===== src/rtl/uart_rx_pkg.sv =====
// Shared constants and state encodings for the 8N1 UART receiver.
package uart_rx_pkg;

  // i_clk cycles per bit at 12 MHz / 115200; the transmitter uses the same value
  localparam int unsigned UART_BIT_CLKS = 104;

  // Width of the bit-timing counter; N_BIT_CLKS must stay within 4..4095
  localparam int unsigned CLK_COUNT_W = 12;

  typedef enum logic [2:0] {
    IDLE      = 3'd0,
    START     = 3'd1,
    DATA      = 3'd2,
    STOP      = 3'd3,
    CLEANUP   = 3'd4,
    WAIT_HIGH = 3'd5
  } rx_state_t;

endpackage


===== src/rtl/uart_sync2.sv =====
// Generic two-flop synchronizer for an asynchronous pin, resetting to 1 (idle-high lines).
module uart_sync2 (
  input  logic i_clk,
  input  logic i_rst,
  input  logic i_d,
  output logic o_q
);

  logic meta;

  // Two back-to-back flops; reset to 1 so an idle-high line never looks like a falling edge
  always_ff @(posedge i_clk or posedge i_rst) begin
    if (i_rst) begin
      meta <= 1'b1;
      o_q  <= 1'b1;
    end else begin
      meta <= i_d;
      o_q  <= meta;
    end
  end

endmodule


===== src/rtl/uart_rx.sv =====
// 8N1 asynchronous serial receiver: recovers one byte per frame from i_rxd and
// presents it with a one-cycle valid strobe, or a one-cycle frame-error strobe
// when the stop bit is low.
module uart_rx
  import uart_rx_pkg::*;
#(
  parameter int unsigned N_BIT_CLKS = UART_BIT_CLKS
) (
  input  logic       i_clk,
  input  logic       i_rst,
  input  logic       i_rxd,
  output logic [7:0] o_rx_data,
  output logic       o_rx_valid,
  output logic       o_rx_busy,
  output logic       o_frame_err
);

  // Mid-bit point of the start bit, and the full-bit count used from then on
  localparam logic [CLK_COUNT_W-1:0] HALF_BIT = CLK_COUNT_W'((N_BIT_CLKS - 1) / 2);
  localparam logic [CLK_COUNT_W-1:0] LAST_CLK = CLK_COUNT_W'(N_BIT_CLKS - 1);

  logic                   rxd_s;
  rx_state_t              state;
  logic [CLK_COUNT_W-1:0] clk_count;
  logic [2:0]             bit_index;
  logic [7:0]             shift;

  uart_sync2 u_sync (
    .i_clk (i_clk),
    .i_rst (i_rst),
    .i_d   (i_rxd),
    .o_q   (rxd_s)
  );

  // Receive FSM: re-centres on the start bit, then samples every data and stop bit at mid-bit
  always_ff @(posedge i_clk or posedge i_rst) begin
    if (i_rst) begin
      state       <= IDLE;
      clk_count   <= '0;
      bit_index   <= '0;
      shift       <= '0;
      o_rx_data   <= '0;
      o_rx_valid  <= 1'b0;
      o_rx_busy   <= 1'b0;
      o_frame_err <= 1'b0;
    end else begin
      o_rx_valid  <= 1'b0;
      o_frame_err <= 1'b0;
      case (state)
        IDLE: begin
          clk_count <= '0;
          bit_index <= '0;
          o_rx_busy <= 1'b0;
          if (!rxd_s) begin
            state     <= START;
            o_rx_busy <= 1'b1;
          end
        end
        START: begin
          if (clk_count == HALF_BIT) begin
            clk_count <= '0;
            if (!rxd_s) begin
              state <= DATA;
            end else begin
              state     <= IDLE;
              o_rx_busy <= 1'b0;
            end
          end else begin
            clk_count <= clk_count + 1'b1;
          end
        end
        DATA: begin
          if (clk_count == LAST_CLK) begin
            clk_count        <= '0;
            shift[bit_index] <= rxd_s;
            if (bit_index == 3'd7) begin
              bit_index <= '0;
              state     <= STOP;
            end else begin
              bit_index <= bit_index + 1'b1;
            end
          end else begin
            clk_count <= clk_count + 1'b1;
          end
        end
        STOP: begin
          if (clk_count == LAST_CLK) begin
            clk_count <= '0;
            if (rxd_s) begin
              o_rx_data  <= shift;
              o_rx_valid <= 1'b1;
              state      <= CLEANUP;
            end else begin
              o_frame_err <= 1'b1;
              state       <= WAIT_HIGH;
            end
          end else begin
            clk_count <= clk_count + 1'b1;
          end
        end
        CLEANUP: begin
          state     <= IDLE;
          o_rx_busy <= 1'b0;
        end
        WAIT_HIGH: begin
          if (rxd_s) begin
            state     <= IDLE;
            o_rx_busy <= 1'b0;
          end
        end
        default: begin
          state     <= IDLE;
          clk_count <= '0;
          bit_index <= '0;
          o_rx_busy <= 1'b0;
        end
      endcase
    end
  end

endmodule


===== config.mk =====
export PLATFORM = sky130hd
export DESIGN_NAME = uart_rx
export DESIGN_NICKNAME = d
export VERILOG_FILES = /design/src/rtl/uart_rx_pkg.sv /design/src/rtl/uart_sync2.sv /design/src/rtl/uart_rx.sv
export SDC_FILE = /design/constraint.sdc
export NUM_CORES = 1
export LEC_CHECK = 0
export CORE_MARGIN = 3
export CORE_UTILIZATION = 40
export CTS_CLUSTER_SIZE = 25
export DETAILED_ROUTE_END_ITERATION = 10
export HOLD_SLACK_MARGIN = 0.12
export PLACE_DENSITY_LB_ADDON = 0.3
export RECOVER_POWER = 25
export SYNTH_ARGS = -nofsm -noshare
export SYNTH_HDL_FRONTEND = slang
export SYNTH_SLANG_ARGS = --single-unit

===== constraint.sdc =====
create_clock -name i_clk -period 1.9 [get_ports i_clk]
set_input_delay 0.38 -clock i_clk [delete_from_list [all_inputs] [get_ports i_clk]]
set_output_delay 0.38 -clock i_clk [all_outputs]
set_load 0.01 [all_outputs]

* After elaboration in Yosys (flattened, before gate mapping)
Cells that the tools add are included.
** Word-level totals
- Register bits after elaboration :: 39
- Latch bits :: 0
- Memory bits (writable) :: 0
- Memory bits (read-only) :: 0
- Input port bits :: 3
- Output and inout port bits :: 11
- Word-level logic and storage cells :: 67
- Memories kept :: 0
** Cells by class
- $add $sub $neg :: 2
- $mul :: 0
- Div/mod/pow operators :: 0
- $lt $le $gt $ge :: 2
- Equality and inequality tests :: 14
- Shift-type cells :: 0
- Mux-type cells :: 27
- Bitwise logic cells :: 2
- Reduce and logical (&&, ||, !) cells :: 10
** Operator list (count)
- 12-bit one-hot mux with 3 select lines :: 1
- 12-bit 2-to-1 mux :: 2
- 3-bit 2-to-1 mux :: 8
- 3-bit one-hot mux with 5 select lines :: 1
- 12-bit by 1-bit adder with 12-bit output (second input constant) :: 1
- 12-bit by 6-bit == test with 1-bit output (second input constant) :: 1
- 12-bit by 7-bit == test with 1-bit output (second input constant) :: 1
- 1-bit 2-to-1 mux :: 10
- 2-bit != test (second input constant) :: 5
- 3-bit == test (second input constant) :: 3
- 8-bit bitwise mux :: 1
- 3-bit by 2-bit == test with 1-bit output (second input constant) :: 2
- 3-bit one-hot mux with 2 select lines :: 1
- 2-bit AND reduction :: 3
- 6-bit AND reduction :: 1
- 3-bit by 4-bit < comparator with 1-bit output (second input constant) :: 1
- 1-bit one-hot mux with 4 select lines :: 1
- 2-bit OR reduction :: 2
- 4-bit OR reduction :: 1
- 3-bit by 1-bit adder with 3-bit output (second input constant) :: 1
- 1-bit demux with 3-bit select :: 1
- 3-bit by 1-bit == test with 1-bit output (second input constant) :: 1
- 3-bit by 1-bit >= comparator with 1-bit output (second input constant) :: 1
- 3-bit zero test :: 1
- other kinds (5) :: 6

* Depth between registers and ports, before layout
Gate-level depths: netlist of the first run.
- Depth after elaboration :: 5
- Mapped depth :: 6
- Mapped depth without buffers :: 5

* Cells and area by module
A second synthesis of the first run with hierarchy kept.
** Unflattened totals
- Cells, all modules :: 189
- Area, all modules :: 1975.6 um2
** Modules (own cells, without submodules)
- uart_rx :: times used 1, cells an instance 186, area an instance 1919.3 um2, sequential area each 925.9 um2
- uart_sync2 :: times used 1, cells an instance 3, area an instance 56.3 um2, sequential area each 52.6 um2

* Worst setup path before layout of the first run
No wires, ideal clock.
- Path kind :: reg2reg
- From :: register clk_count[0]
- To :: register state[0]
- Setup time :: 124 ps
- Data arrival time :: 1791 ps
- Required time :: 1776 ps
- Path slack :: -15 ps
- Stages on the path, launching flop included :: 6
- Path buffers :: 0
- Clock period less this slack :: 1915 ps
- Path through :: dfrtp_1 -> ha_1 -> or4b_1 -> a211oi_4 -> nor2_2 -> a211o_1
** On the way
- Longest elaborated chain between the ends :: 3
- Elaborated cells on any way between the ends :: 6
- Classes of those cells :: 5 x eq/ne; 1 x reduce/logical
** RTL lines
- from (decl) :: line uart_rx.sv:24 : logic [CLK_COUNT_W-1:0] clk_count;
- from (signal assigned) :: line uart_rx.sv:69 : clk_count <= clk_count + 1'b1;
- from (signal assigned) :: line uart_rx.sv:83 : clk_count <= clk_count + 1'b1;
- from (signal assigned) :: line uart_rx.sv:98 : clk_count <= clk_count + 1'b1;
- 12-bit by 7-bit == test with 1-bit output / 12-bit by 6-bit == test with 1-bit output (equally long branches) :: line uart_rx.sv:73, uart_rx.sv:87, uart_rx.sv:60
- 2-bit != test (no line)
- 6-bit AND reduction (no line) (*)
- to (signal assigned) :: line uart_rx.sv:78 : state <= STOP;
- to (signal assigned) :: line uart_rx.sv:92 : state <= CLEANUP;
- to (signal assigned) :: line uart_rx.sv:95 : state <= WAIT_HIGH;
- to (decl) :: line uart_rx.sv:23 : rx_state_t state;
Mark *: on every way between the ends. The rest lies on a longest branch, timed or not.
A chain may end at the register's enable or synchronous reset.

* Worst setup path after layout of the first run
- From :: register clk_count[7]
- To :: register state[0]
The elaborated chain is that of the path after synthesis.

==> results.md, run 1 <==
* Outcome: finished, final reports clean
* Worst EP required at 2.08 ns
* Area of the core at 4880 µm²
* CTS sink cnt at 39
* Wire length on met1 at 1830 µm
* RR Startpoint: clk_count[7]$_DFFE_PP0N_
* Startpoint Class: flip-flop
* Syn_nets at 194
* Reg2reg setup slack at 0.05 ns
* Drt first pass iters at 4
* Worst endpoint data arrival time at 2.03 ns
* I/O pin count at 14
* Total global routing overflow at 0
* Yosys Warn Count at 0
* Final Max Tran Viols at 0
* Starting Density at 42.5%
* Netlist cell types at 50
* Die Ht at 78.0 µm
* Post-Syn Instances at 188
* Worst setup margin at 0.0527 ns
* Top Metal Used: met4
* Cell Pwr Density at 619 nW/µm²
* Max Cap Viol at 0
* Largest net degree at the start of global routing at 40
* FP Rows at 25
* Crit Path Category: flip-flop to flip-flop
* Htree depth at 2
* Synth async-reset ratio at 100%
* Clock Latency Late Sink at 0.29 ns
* Layout cells sized above 1 at 23.1%
* Max Fclk at 0.541 GHz
* Maximum vdd drop at 0.546 mV
* Clk slew on worst S/H paths at 0.08 ns
* FF-to-FF path depth at 4
* Yosys top cell area share at 44.7%
* CP Capture Type: flip-flop
* Antenna cells at 0
* Routed length per instance at 14.1 µm
* Endpoints failing hold at 0
* Initial DRC Count at 99
* Gp weighted congestion at 0.866
* Post-layout min period at 1.85 ns
* CTS Buf Count at 5
* Syn avg cell area at 11.0 µm²
* I/O Buffers at 13
* Sum Neg Setup Slack at 0 ns
* Setup repair after global routing missed its margin: false
* DP Worst Slack at 0.0485 ns
* Hold_buf cts at 0
* Root Driver: clkbuf_8
* RR Endpoint: state[0]$_DFFE_PP0P_
* Least-Margin Pin Slew at 0.928 ns
* Initial antenna violation count at 0
* Synth Flop Type: dfrtp_1
* Nets at 221
* Count leader, synth: dfrtp_1
* Total number of vias at 1545
* Worst Hold Depth at 0
* Met2 Routed Length at 1970 µm
* Die Width at 78.0 µm
* Area grow syn2layout at 20.7%
* Largest area contributor in the netlist: dfrtp_1
* Slew HR at 38.1%
* Post-Route Skew at 0.00816 ns
* Worst min path class: flip-flop to flip-flop
* Post-synthesis sequential area ratio at 47.2%
* Period utilization at 97.2%
* Dominant cells by area after synthesis: dfrtp_1 45%, mux2_1 4.3%, mux2_2 4.3%
* Clk buf depth at 2
* FF+latch count, synth at 39
* Hold EP: u_sync.o_q$_DFF_PP1_
* Post-DP HPWL at 2870 µm
* Antenna-violating nets left at 0
* Metal3 WL at 118 µm
* Post-synth top cells: 37 x dfrtp_1, 12 x nor2_1, 12 x o21ai_0
* Setup violators final at 0
* Leakage at 1.11 nW
* EDFF count, synth at 0
* Worst hold start: u_sync.meta$_DFF_PP1_
* Final wirelength at 4000 µm
* Setup bufs post-CTS at 0
* Crit-path max FO at 6
* GR Util All Layers at 14.6%
* Vias in the first global route at 1536
* DRC viols at 0
* CTS tree: built
* First-pass GRT wire length at 7020 µm
* Die Area at 6080 µm²
* Vias per cell at 5.46
* Area of the mapped netlist at 2070 µm²
## cell usage in the layout, fill, tap and decap left out, types with 5 or more instances in the layout
cell / netlist / final
nor4b_1: 5 / 5
dfrtp_1: 37 / 37
nand4b_1: 5 / 5
nand4_1: 7 / 7
clkdlybuf4s50_1: 0 / 11
clkbuf_8: 0 / 5
nor2_1: 12 / 12
xnor2_1: 5 / 5
o21ai_0: 12 / 12
mux2_1: 8 / 8
nand3_1: 5 / 5
mux2_2: 8 / 8
buf_4: 0 / 19
nand2_1: 7 / 7
## routing by layer
metal  GRT usage, %  vias up
met2           24.5       27
met5              0        -
met3           3.48       11
met4           6.47        0
met1           17.7      761
li1               -      746
## worst max-delay path: stages, from the launching register on
cell	delay (ns)
dfrtp_1	0.47
or4b_4	0.57
a211oi_4	0.28
nor2_2	0.11
a211o_1	0.31
## where the power goes
| part | switching, mW | internal (mW) | total, mW |
|---|---|---|---|
| combinational | 0.0175 | 0.00439 | 0.0218 |
| clock | 0.299 | 0.391 | 0.690 |
| sequential | 0.00412 | 0.833 | 0.837 |
## flip-flops by register name (all words and copies together), names as in the netlist, 3 cells and up
signal     flops
bit_index      3
o_rx_data      8
state          3
clk_count     12
shift          8
## what timing repair did
| item | 4_1_cts | 5_1_grt |
|---|---|---|
| setup endpoints to repair | 0 | 10 |
| gates resized for setup | 0 | 4 |
| endpoints found under the hold margin | 0 | 0 |
## cells by family after synthesis
kind of cell / after synthesis / share of synthesized area (%)
and+or+nand+nor: 72 / 23.7
DFF: 39 / 47.2
AOI/OAI and AO/OA: 31 / 10.2
muxes: 19 / 10.1
buffers and inverters: 17 / 3.98
xor gates and xnor gates: 7 / 2.96
adders and majority gates: 3 / 1.81
## per-stage QoR
| stage | power [mW] | hold slack, ns | instance area [µm²] | instances | util (%) |
|---|---|---|---|---|---|
| floorplan | 0.867 | 0.345 | 2080 | 188 | - |
| global placement | 0.882 | 0.348 | 2380 | 275 | 48.9 |
| detailed placement | 0.883 | 0.348 | 2380 | 275 | 48.9 |
| CTS | 1.58 | 0.358 | 2500 | 283 | 51.2 |
| global route | 1.62 | 0.357 | 2500 | 283 | 51.3 |
| finish | 1.55 | 0.358 | 2500 | 283 | 51.3 |
## layout make-up
class	instances	area (µm²)
fillers	457	2380
well taps	67	83.8
flip-flops and latches	39	978
clock buffers	5	68.8
inverters	4	15.0
multi-input cells	132	1030
clock inverters	3	43.8
repair buffers	33	278
## how the worst max path moves through the flow
stage,cells after the start,end,slack (ns),from
after global placement,5,state[0]$_DFFE_PP0P_,0.08,clk_count[0]$_DFFE_PP0N_
after detailed placement,5,state[0]$_DFFE_PP0P_,0.05,clk_count[0]$_DFFE_PP0N_
after floorplan,5,state[0]$_DFFE_PP0P_,0.0009,clk_count[0]$_DFFE_PP0N_
after global routing,6,shift[0]$_DFFE_PP0P_,0.005,clk_count[0]$_DFFE_PP0N_
after CTS,5,state[0]$_DFFE_PP0P_,0.03,clk_count[0]$_DFFE_PP0N_
final,4,state[0]$_DFFE_PP0P_,0.05,clk_count[7]$_DFFE_PP0N_
No activity file was read; power rests on OpenSTA's default activity.
==> run 2: changes to the inputs <==
REMOVE_ABC_BUFFERS = 1   (was unset)
==> results.md, run 2 (synthesized netlist as in run 1, its figures left out) <==
* Routed length per instance at 14.5 µm (+2.4%)
* Total power at 1.57 mW (+1.1%)
* Clk buf depth at 2 (unchanged)
* Total global routing overflow at 0 (unchanged)
* Layout cells sized above 1 at 21.8% (-1.4 points)
* Setup bufs post-CTS at 0 (unchanged)
* Die Ht at 78.0 µm (unchanged)
* Largest net degree at the start of global routing at 21 (-48%)
* GR Util All Layers at 14.8% (+0.19 points)
* CTS tree: built
* Fill cells at 469 (+2.6%)
* Met3 usage at 3.25% (-0.23 points)
* Worst min path class: flip-flop to flip-flop
* Commonest non-fill, non-tap cell in the layout: dfrtp_1
* Net switching power at 0.331 mW (+3.2%)
* Design area at 2500 µm² (-0.20%)
* GR Layer Usage met2 at 24.9% (+0.43 points)
* Most flops, register: clk_count
* Initial antenna violation count at 0 (unchanged)
* Final Max Tran Viols at 0 (unchanged)
* Part of the power in combinational logic at 1.5% (about the same)
* Antenna-violating nets left at 0 (unchanged)
* Regs by FF count: clk_count: 12 flops, o_rx_data: 8 flops, shift: 8 flops
* Vias per cell at 5.37 (-1.6%)
* Total number of vias at 1520 (-1.6%)
* Gp weighted congestion at 0.865 (about the same)
* GRT Max-Usage Layer: met2
* Setup repair after global routing missed its margin: false
* Clk slew on worst S/H paths at 0.08 ns (about the same)
* Least-Margin Pin Slew at 1.02 ns (+0.0956 ns)
* Htree depth at 2 (unchanged)
* Clock Latency Late Sink at 0.29 ns (about the same)
* CTS Buf Count at 5 (unchanged)
* Largest register FFs at 12 (unchanged)
* Post-DP HPWL at 2970 µm (+3.4%)
* Crit Path Category: flip-flop to flip-flop
* M1 GR Usage at 18.8% (+1.1 points)
* Nets at 221 (unchanged)
* Sw Share at 21.1% (+0.43 points)
* Setup violators final at 0 (unchanged)
* Clock share of power at 45.1% (+0.5 points)
* Period utilization at 96.0% (-1.2 points)
* Drt first pass iters at 4 (unchanged)
* Antenna cells at 0 (unchanged)
* Max Fclk at 0.548 GHz (+1.3%)
* Final wirelength at 4100 µm (+2.4%)
* CP Capture Type: flip-flop
* Reg power frac at 53.4% (-0.6 points)
* I/O Buffers at 13 (unchanged)
* Worst endpoint data arrival time at 2.00 ns (-0.03 ns)
* Root Driver: clkbuf_8
* Post-Route Skew at 0.00606 ns (-0.00210 ns)
* Leakage at 1.11 nW (-0.16%)
* Most frequent cells in the layout: 37 x dfrtp_1, 17 x buf_4, 12 x o21ai_0, 12 x nor2_1, 11 x clkdlybuf4s50_1
* Endpoints failing hold at 0 (unchanged)
* I/O pin count at 14 (unchanged)
* Placed cell area at 2380 µm² (-0.11%)
* Startpoint Class: flip-flop
* Slew HR at 31.7% (-6.4 points)
* Crit-path max FO at 6 (unchanged)
* Maximum vdd drop at 0.306 mV (-44%)
* Outcome: finished, final reports clean
* Cell Pwr Density at 627 nW/µm² (+1.3%)
* Initial DRC Count at 60 (-39%)
* Int Power at 1.24 mW (+0.56%)
* Post-layout min period at 1.82 ns (-0.0233 ns)
* Die Area at 6080 µm² (unchanged)
* FP Rows at 25 (unchanged)
* Die Width at 78.0 µm (unchanged)
* Vias in the first global route at 1521 (-0.98%)
* Max Cap Viol at 0 (unchanged)
* Area of the core at 4880 µm² (unchanged)
* DRC viols at 0 (unchanged)
* Hold slack final at 0.358 ns (+0.000529 ns)
* Starting Density at 42.5% (unchanged)
* First-pass GRT wire length at 7180 µm (+2.2%)
* Area grow syn2layout at 20.5%
* CTS sink cnt at 39 (unchanged)
* Worst EP required at 2.08 ns (about the same)
-- run 2: final timing paths --
check                                         start                  endpoint  slack [ns]  cells past startpoint
min                           u_sync.meta$_DFF_PP1_      u_sync.o_q$_DFF_PP1_        0.36                      0
max reg2reg                clk_count[3]$_DFFE_PP0N_      state[0]$_DFFE_PP0P_        0.08                      4
min reg2reg                   u_sync.meta$_DFF_PP1_      u_sync.o_q$_DFF_PP1_        0.36                      0
max                        clk_count[3]$_DFFE_PP0N_      state[0]$_DFFE_PP0P_        0.08                      4
max in group asynchronous                     i_rst  o_rx_data[2]$_DFFE_PP0P_        0.40                      3
min in group asynchronous                     i_rst     u_sync.meta$_DFF_PP1_        0.55                      2
-- run 2: cell type report --
cell class / instances / area (µm²) / share of cell area (%)
Clock inverter: 3 / 47.5 / 1.90
Timing Repair Buffer: 33 / 285 / 11.4
Clock buffer: 5 / 68.8 / 2.76
Inverter: 4 / 15.0 / 0.601
Sequential cell: 39 / 978 / 39.2
Tap cell: 67 / 83.8 / 3.36
Multi-Input combinational cell: 132 / 1020 / 40.8
-- run 2: layer usage --
metal	share of wire (%)	routed length (µm)	up-vias
li1	-	-	747
met1	47	1920	742
met2	49	2010	27
met3	3.0	124	4
met4	1.0	42	0
met5	0	0	-
-- run 2: stage by stage --
step | setup TNS, ns | setup slack (ns) | std cells | utilization [%]
detailed placement | 0 | 0.0769 | 275 | 48.8
CTS | 0 | 0.0532 | 283 | 51.2
global route | 0 | 0.00136 | 283 | 51.2
floorplan | -0.409 | -0.0823 | 175 | -
global placement | 0 | 0.0501 | 275 | 48.8
finish | 0 | 0.0760 | 283 | 51.2
-- run 2: worst max-delay path, stage by stage, from the launching register on --
cell	delay (ns)
dfrtp_1	0.47
or4b_1	0.62
a211oi_4	0.22
nor2_2	0.10
a211o_1	0.31
-- run 2: power by group through the flow --
stage,combinational (mW),sequential (mW),clock (mW)
final,0.0229,0.837,0.707
after global routing,0.0272,0.838,0.762
after CTS,0.0274,0.838,0.725
after detailed placement,0.0272,0.854,0
after global placement,0.0272,0.854,0
after floorplan,0.0142,0.852,0
-- run 2: timing repair --
item,CTS,global route
hold buffers,0,0
gates resized for setup,0,2
setup endpoints to repair,0,5
==> run 3: changes to the inputs <==
SLEW_MARGIN = 20   (was unset)
==> results of run 3 <==
Final layout, timing and power as in run 2 (identical DEF).
